`config.mk`:
```
export PLATFORM = sky130hd
export DESIGN_NAME = rst_sequencer
export DESIGN_NICKNAME = d
export VERILOG_FILES = /design/src/rtl/rst_sequencer.sv
export SDC_FILE = /design/constraint.sdc
export NUM_CORES = 1
export LEC_CHECK = 0
export ABC_CLOCK_PERIOD_IN_PS = 1950
export CORE_MARGIN = 3
export CORE_UTILIZATION = 30
export CTS_CLUSTER_SIZE = 16
export DETAILED_ROUTE_END_ITERATION = 16
export GPL_ROUTABILITY_DRIVEN = 0
export PLACE_DENSITY_LB_ADDON = 0.05
export SLEW_MARGIN = 20
export SYNTH_ARGS = -nofsm -noshare
export SYNTH_HDL_FRONTEND = slang
export SYNTH_SLANG_ARGS = --single-unit
```
`constraint.sdc`:
```
create_clock -name clk -period 1.95 [get_ports clk]
set_input_delay 0.2925 -clock clk [delete_from_list [all_inputs] [get_ports clk]]
set_output_delay 0.2925 -clock clk [all_outputs]
set_load 0.1 [all_outputs]
```
`src/rtl/rst_sequencer.sv`:
```
// rst_sequencer: resynchronizes the external reset and releases per-stage resets in order at fixed spacing
module rst_sequencer #(
    parameter int NUM_STAGES      = 3,
    parameter int SYNC_STAGES     = 2,
    parameter int STAGE_DELAY     = 16,
    parameter int SOFT_RST_CYCLES = 8
) (
    input  logic                  clk,
    input  logic                  async_rst_n,
    input  logic                  soft_rst_req,
    output logic [NUM_STAGES-1:0] stage_rst_n,
    output logic                  seq_busy,
    output logic                  seq_done
);
    localparam int MAX_CNT = STAGE_DELAY > SOFT_RST_CYCLES ? STAGE_DELAY : SOFT_RST_CYCLES;
    localparam int CW      = $clog2(MAX_CNT) + 1;
    localparam int KW      = $clog2(NUM_STAGES) + 1;

    typedef enum logic [1:0] {HOLD, RELEASE, DONE, SOFT} state_t;

    state_t                 state;
    logic [SYNC_STAGES-2:0] sync;
    logic [CW-1:0]          cnt;
    logic [KW-1:0]          k;

    // Synchronizer chain plus sequencing FSM; leaving HOLD is the final synchronizer
    // stage, so RELEASE starts on the same edge that int_rst_n would rise.
    always_ff @(posedge clk or negedge async_rst_n) begin
        if (!async_rst_n) begin
            sync        <= '0;
            state       <= HOLD;
            cnt         <= '0;
            k           <= '0;
            stage_rst_n <= '0;
            seq_busy    <= 1'b1;
            seq_done    <= 1'b0;
        end else begin
            sync <= (sync << 1) | (SYNC_STAGES-1)'(1);
            case (state)
                HOLD: begin
                    if (sync[SYNC_STAGES-2]) begin
                        state <= RELEASE;
                        cnt   <= '0;
                        k     <= '0;
                    end
                end
                RELEASE: begin
                    if (cnt == CW'(STAGE_DELAY - 1)) begin
                        stage_rst_n <= (stage_rst_n << 1) | NUM_STAGES'(1);
                        cnt         <= '0;
                        k           <= k + 1'b1;
                        if (k == KW'(NUM_STAGES - 1)) begin
                            state    <= DONE;
                            seq_busy <= 1'b0;
                            seq_done <= 1'b1;
                        end
                    end else begin
                        cnt <= cnt + 1'b1;
                    end
                end
                DONE: begin
                    if (soft_rst_req) begin
                        state       <= SOFT;
                        stage_rst_n <= '0;
                        seq_busy    <= 1'b1;
                        seq_done    <= 1'b0;
                        cnt         <= '0;
                    end
                end
                SOFT: begin
                    if (cnt == CW'(SOFT_RST_CYCLES - 1)) begin
                        state <= RELEASE;
                        cnt   <= '0;
                        k     <= '0;
                    end else begin
                        cnt <= cnt + 1'b1;
                    end
                end
                default: state <= HOLD;
            endcase
        end
    end
endmodule

```
==> metrics.md, run 1 <==
| Metric | Value |
|---|---|
| Comb power frac | 2.9% |
| Synthesis warning total | 0 |
| Slew Viols, Final | 0 |
| Synth area leader | dfrtp_1 |
| Clock latency at the later pin of the worst-skew pair | 280 ps |
| Largest cells by area after synthesis | dfrtp_1, ha_1, inv_1 |
| Hold Crit Class | input pin to asynchronous set/reset pin |
| CTS Buf Count | 3 |
| Routed Antenna Nets | 0 |
| Die X | 63.15 um |
| Vias in the first global route | 771 |
| Synth Register Bits | 16 |
| Syn Inst Count | 96 |
| Footprint of the multi-input gates | 519.2 sq um |
| Sw frac | 22.00% |
| Antenna violations before repair | 0 |
| Number of diodes | 0 |
| HPWL after DPL | 1508 um |
| Fin. Hold Viols | 0 |
| R2R depth | 5 |
| Row cnt | 20 |
| Area delta synth->final | 18.65% |
| Tmin final | 1810 ps |
| DRT iter0 DRCs | 31 |
| Crit path max fanout | 5 |
| Psw | 118.2 uW |
| Status | finished clean |
| Nets | 124 |
| PD cells | 462.1 mW/mm^2 |
| Post-CTS Hold Buffers | 0 |
| CP Data Required Time | 2130 ps |
| CTS tree | built |
| FILL cells | 305 |
| Post-Syn Nets | 108 |
| Largest net degree at the start of global routing | 17 |
| Distinct cells, synth | 41 |
| Root Buffer | clkbuf_4 |
| Max Fclk | 0.5526 GHz |
| Seq pwr share | 62.0% |
| CP peak stage delay | 440 ps |
| Number of port buffers | 7 |
| Setup TNS | 0 ps |
| TritonRoute pass-1 iters | 4 |
| CP Cell Sequence | ha_1 -> mux2_1 -> o22ai_2 -> nand3_2 -> mux2_4 |
| RSZ-0062 raised after global routing | false |
| GRT Total Usage | 10.81% |
| Layout Utilization | 37.76% |
| Layout Skew | 2.171 ps |
| Asr flop ratio synth | 100.0% |
| Routed vias/inst | 4.652 |
| Clk slew on worst S/H paths | 100 ps |
| Pleak | 0.5640 nW |
| Total gr overflow | 0 |
| Final period util | 92.80% |
| Global-route wire length before repair | 3491 um |
| # setup viols final | 0 |
| Die area | 0.003987 sq mm |
| Htree depth | 1 |
| TritonCTS Sinks | 16 |
| Fraction of layout cells with a size suffix above 1 | 25.23% |
| Setup slack after layout | 140.4 ps |
| Clock Power Share | 35.1% |
| Die height | 63.15 um |
| Crit Path Class | register to register |
| Hold_ws | 312.4 ps |
| Share of the synthesized area in the top cell type | 38.31% |
| Worst vdd ir | 0.1773 mV |
| I/O pins | 8 |
| DR vias | 721 |
| Number of synthesized flops with an enable pin | 0 |
| CP arrival | 1990 ps |
| Core area | 0.003078 sq mm |
| Clk buf depth | 2 |
| Main flop type after synthesis | dfrtp_1 |
| Critical Path Source | state[0] |
| Reg2reg end | state[1] |
| Maxcap violations | 0 |
| Crit start category | register |
| Critical Path End Type | register |
| Internal power | 418.9 uW |
| Critical Path Slowest Stage Cell | dfrtp_1 |
| Starting Density | 31.83% |
| Worst R2R Setup Slack | 140 ps |
| Sequential cell area fraction in the yosys report | 41.00% |
| Register Area | 401.6 sq um |
| Worst Setup EP | state[1] |
| Drt wl/cell | 12.56 um |
| R2R Path Start | state[0] |
| Avg Inst Size Synth | 10.21 sq um |
| WL final | 1947 um |
| Setup WS pre-CTS | 87.42 ps |
| DRC violations left | 0 |
| Post-Syn Area | 979.7 sq um |
==> worst min path at each step <==
stage                 from     end  slack [ps]  depth (start not counted)
2_1_floorplan  async_rst_n  cnt[0]          -3                          0
5_1_grt        async_rst_n  cnt[2]         320                          2
3_3_place_gp        cnt[0]  cnt[0]         500                          1
4_1_cts        async_rst_n    k[2]         310                          2
3_5_place_dp        cnt[0]  cnt[0]         510                          1
6_report       async_rst_n    k[2]         310                          2
==> power groups by stage <==
stage	Combinational (mW)	Clock, mW	Sequential, mW
after floorplan	0.00114	0	0.339
after global placement	0.0165	0	0.339
after detailed placement	0.0165	0	0.339
after CTS	0.0164	0.202	0.333
after global routing	0.0178	0.215	0.333
final	0.0154	0.189	0.333
==> layer usage <==
metal | share of wire [%] | GRT usage, % | vias to the layer above
met5 | 0 | 0 | -
met4 | 0.77 | 4.132 | 0
met1 | 51 | 14.85 | 344
met2 | 46 | 16.47 | 4
met3 | 2.2 | 2.317 | 2
li1 | - | - | 371
==> worst max-delay path: cells and delay by family, from the launching register on <==
| family | cells | cell delay [ps] |
|---|---|---|
| muxes | 2 | 660 |
| DFF | 1 | 440 |
| adders and majority gates | 1 | 300 |
| AOI/OAI and AO/OA | 1 | 170 |
| and+or+nand+nor | 1 | 140 |
==> synthesized netlist by cell type, types with 3 or more instances <==
| cell type | n |
|---|---|
| a21oi_1 | 3 |
| nor2_1 | 4 |
| o21ai_0 | 6 |
| ha_1 | 9 |
| nand3_1 | 4 |
| dfrtp_1 | 15 |
| o2bb2ai_1 | 3 |
| nand2_1 | 5 |
| inv_1 | 9 |
==> state kept, by name (all words and copies together) (netlist names) <==
register     flops
state            2
seq_done         1
stage_rst_n      3
sync             1
k                3
cnt              5
seq_busy         1
==> timing repair <==
item | in CTS | in global routing
hold endpoints to repair | 0 | 0
gates resized for setup | 0 | 1
endpoints found under the setup margin | 0 | 1
buffers inserted | 0 | 1
==> cells in the final DEF, fill, tap and decap left out, types with 3 or more instances in the layout <==
master / Yosys / final
ha_1: 9 / 8
inv_1: 9 / 9
buf_4: 1 / 11
o21ai_0: 6 / 6
nor2_1: 4 / 4
a21oi_1: 3 / 3
nand3_1: 4 / 4
nand2_1: 5 / 5
o2bb2ai_1: 3 / 3
dfrtp_1: 15 / 15
clkbuf_4: 0 / 3
==> kinds of logic after synthesis <==
| logic type | share of synthesized area (%) |
|---|---|
| mux | 6.258 |
| flops | 41.00 |
| simple gates | 14.82 |
| compound gates | 19.80 |
| buf+inv | 6.257 |
| other cells | 0.3828 |
| fa+ha+maj | 11.49 |
==> layout make-up <==
type	instances	area share, %
clock buffer	4	2.261
inverter	10	3.229
multi-input combinational	67	44.67
sequential	16	34.55
tap	44	4.736
timing repair buffer	14	10.55
==> stage by stage <==
stage	instance area, sq um	cells	total power, mW
after floorplan	979.7	96	0.3405
after global placement	1126	150	0.3558
after detailed placement	1126	150	0.3560
after CTS	1152	154	0.5519
after global routing	1162	155	0.5660
final	1162	155	0.5371
Power figures use the tool's default switching activity.
==> inputs of run 2 (changes only) <==
--- a/config.mk
+++ b/config.mk
@@ -7,7 +7,7 @@
 export LEC_CHECK = 0
 export ABC_CLOCK_PERIOD_IN_PS = 1950
 export CORE_MARGIN = 3
-export CORE_UTILIZATION = 30
+export CORE_UTILIZATION = 55
 export CTS_CLUSTER_SIZE = 16
 export DETAILED_ROUTE_END_ITERATION = 16
 export GPL_ROUTABILITY_DRIVEN = 0
==> run 2 against run 1 <==
Die area is 42% lower. Global-route usage is 7.7 points higher. Sequential share of layout area up 1.1 points. Non-clock buffer count fell by 1. Core utilization rose by 33 points. Total power is 1.2% lower. Clock skew barely moved. Critical path depth rose by 1. Final cell count is 14% lower. Setup slack lost 8.1 ps. Register-to-register slack barely moved.
==> metrics.md, run 2 (synthesis gave the netlist of run 1 again) <==
| Metric | Value |
|---|---|
| Met1 usage | 24.83% (+10 points) |
| Slew Viols, Final | 0 (unchanged) |
| GRT met2 Usage | 28.13% (+12 points) |
| RSZ-0062 raised after global routing | false |
| DRT iter0 DRCs | 10 (-68%) |
| WL final | 1814 um (-6.8%) |
| Drt wl/cell | 13.54 um (+7.8%) |
| GRT busiest layer | met2 |
| HPWL after DPL | 1367 um (-9.3%) |
| Final period util | 93.22% (+0.42 points) |
| Crit path max fanout | 5 (unchanged) |
| Number of port buffers | 7 (unchanged) |
| Clk buf depth | 2 (unchanged) |
| DRC violations left | 0 (unchanged) |
| Tmin final | 1818 ps (+8.097 ps) |
| GRT Total Usage | 18.56% (+7.7 points) |
| CTS Buf Count | 3 (unchanged) |
| Crit Path Class | register to register |
| Largest net degree at the start of global routing | 17 (unchanged) |
| Most frequent cells in the layout | dfrtp_1, buf_4, inv_1, ha_1, o21ai_0 |
| Global-route met3 utilization | 4.797% (+2.5 points) |
| Top Registers | cnt (5), k (3), stage_rst_n (3) |
| Total gr overflow | 0 (unchanged) |
| Pleak | 0.5582 nW (-1.0%) |
| Status | finished clean |
| # setup viols final | 0 (unchanged) |
| PD cells | 470.9 mW/mm^2 (+1.9%) |
| Largest Register | cnt |
| Fin. Hold Viols | 0 (unchanged) |
| Maxcap violations | 0 (unchanged) |
| TritonRoute pass-1 iters | 4 (unchanged) |
| Routed Antenna Nets | 0 (unchanged) |
| TritonCTS Sinks | 16 (unchanged) |
| Setup TNS | 0 ps (unchanged) |
| Starting Density | 61.46% (+30 points) |
| Clk slew on worst S/H paths | 90 ps (about the same) |
| Post-CTS setup buffer count | 0 (unchanged) |
| DR vias | 736 (+2.1%) |
| Hold Crit Class | input pin to asynchronous set/reset pin |
| Fraction of layout cells with a size suffix above 1 | 23.64% (-1.6 points) |
| Hold_ws | 321.6 ps (+9.175 ps) |
| I/O pins | 8 (unchanged) |
| Crit start category | register |
| Commonest non-fill, non-tap cell in the layout | dfrtp_1 |
| Row cnt | 14 (-30%) |
| Vias in the first global route | 622 (-19%) |
| Routed vias/inst | 5.493 (+18%) |
| Root Buffer | clkbuf_4 |
| Die area | 0.002324 sq mm (-42%) |
| Critical Path End Type | register |
| Number of diodes | 0 (unchanged) |
| Die X | 48.21 um (-24%) |
| Worst vdd ir | 0.2946 mV (+66%) |
| CP Data Required Time | 2130 ps (about the same) |
| PostCTS Resize Cnt | 0 (unchanged) |
| Htree depth | 1 (unchanged) |
| Die height | 48.21 um (-24%) |
| Number of flip-flops in the largest register | 5 (unchanged) |
| Layout Skew | 1.789 ps (-0.3827 ps) |
| CTS tree | built |
| CP arrival | 2000 ps (about the same) |
| Antenna violations before repair | 0 (unchanged) |
| Area delta synth->final | 15.07% |
| FILL cells | 132 (-57%) |
| Post-CTS Hold Buffers | 0 (unchanged) |
| Global-route wire length before repair | 2891 um (-17%) |
| Max Fclk | 0.5501 GHz (-0.45%) |
| Core area | 0.001594 sq mm (-48%) |
| Nets | 123 (-0.81%) |
| Clock latency at the later pin of the worst-skew pair | 280 ps (about the same) |
==> run 2: changes by cell type in the layout (fill, tap and decap cells not counted), sizes merged <==
cell  before  now
buf       12   11
==> run 2: per-layer routing <==
layer,share of wire (%),vias up
li1,-,367
met1,49,356
met2,47,9
met3,3.0,4
met4,1.3,0
met5,0,-
==> run 2: critical path, cell delays in order, from the launching register on <==
cell and delay (ps):
dfrtp_1 410, inv_1 100, ha_1 250, mux2_1 310, o22ai_2 170, nand3_2 140, mux2_4 320
==> run 2: through the flow <==
| stage | std cells | power (mW) | cell area, sq um | worst slack [ps] | utilization (%) |
|---|---|---|---|---|---|
| 5_1_grt | 134 | 0.5544 | 1127 | 9.682 | 70.72 |
| 2_1_floorplan | 96 | 0.3405 | 979.7 | 248.8 | - |
| 3_5_place_dp | 130 | 0.3551 | 1101 | 167.6 | 69.07 |
| 4_1_cts | 134 | 0.5393 | 1127 | 138.2 | 70.72 |
| 3_3_place_gp | 130 | 0.3550 | 1101 | 174.8 | 69.07 |
| 6_report | 134 | 0.5308 | 1127 | 132.3 | 70.72 |
==> run 2: layout make-up <==
class / instances / area [sq um] / share of cell area [%]
Clock buffer: 4 / 26.28 / 2.331
Inverter: 10 / 37.54 / 3.330
Tap cell: 24 / 30.03 / 2.664
Sequential cell: 16 / 401.6 / 35.63
Multi-Input combinational cell: 67 / 516.7 / 45.84
Timing Repair Buffer: 13 / 115.1 / 10.21
==> run 2: report_power, final <==
part	leakage (nW)	switching (mW)	internal [mW]	total (mW)
combinational	0.367	0.00860	0.00681	0.0154
sequential	0.176	0.000235	0.333	0.333
clock	0.0150	0.103	0.0795	0.183
==> run 2: final timing paths <==
kind / cells past startpoint / start / end / slack, ps
min in group clk: 1 / seq_done / seq_done / 530
hold / removal: 2 / async_rst_n / cnt[3] / 320
max in group asynchronous: 2 / async_rst_n / seq_busy / 1380
setup reg to reg: 6 / state[1] / state[1] / 130
hold reg to reg: 1 / seq_done / seq_done / 530
setup / recovery: 6 / state[1] / state[1] / 130
==> inputs of run 3 (changes only) <==
--- a/config.mk
+++ b/config.mk
@@ -12,7 +12,7 @@
 export DETAILED_ROUTE_END_ITERATION = 16
 export GPL_ROUTABILITY_DRIVEN = 0
 export PLACE_DENSITY_LB_ADDON = 0.05
-export SLEW_MARGIN = 20
+export SKIP_LAST_GASP = 1
 export SYNTH_ARGS = -nofsm -noshare
 export SYNTH_HDL_FRONTEND = slang
 export SYNTH_SLANG_ARGS = --single-unit
==> results of run 3 <==
Same layout as run 2: the final DEF is identical, and so are final timing and power.
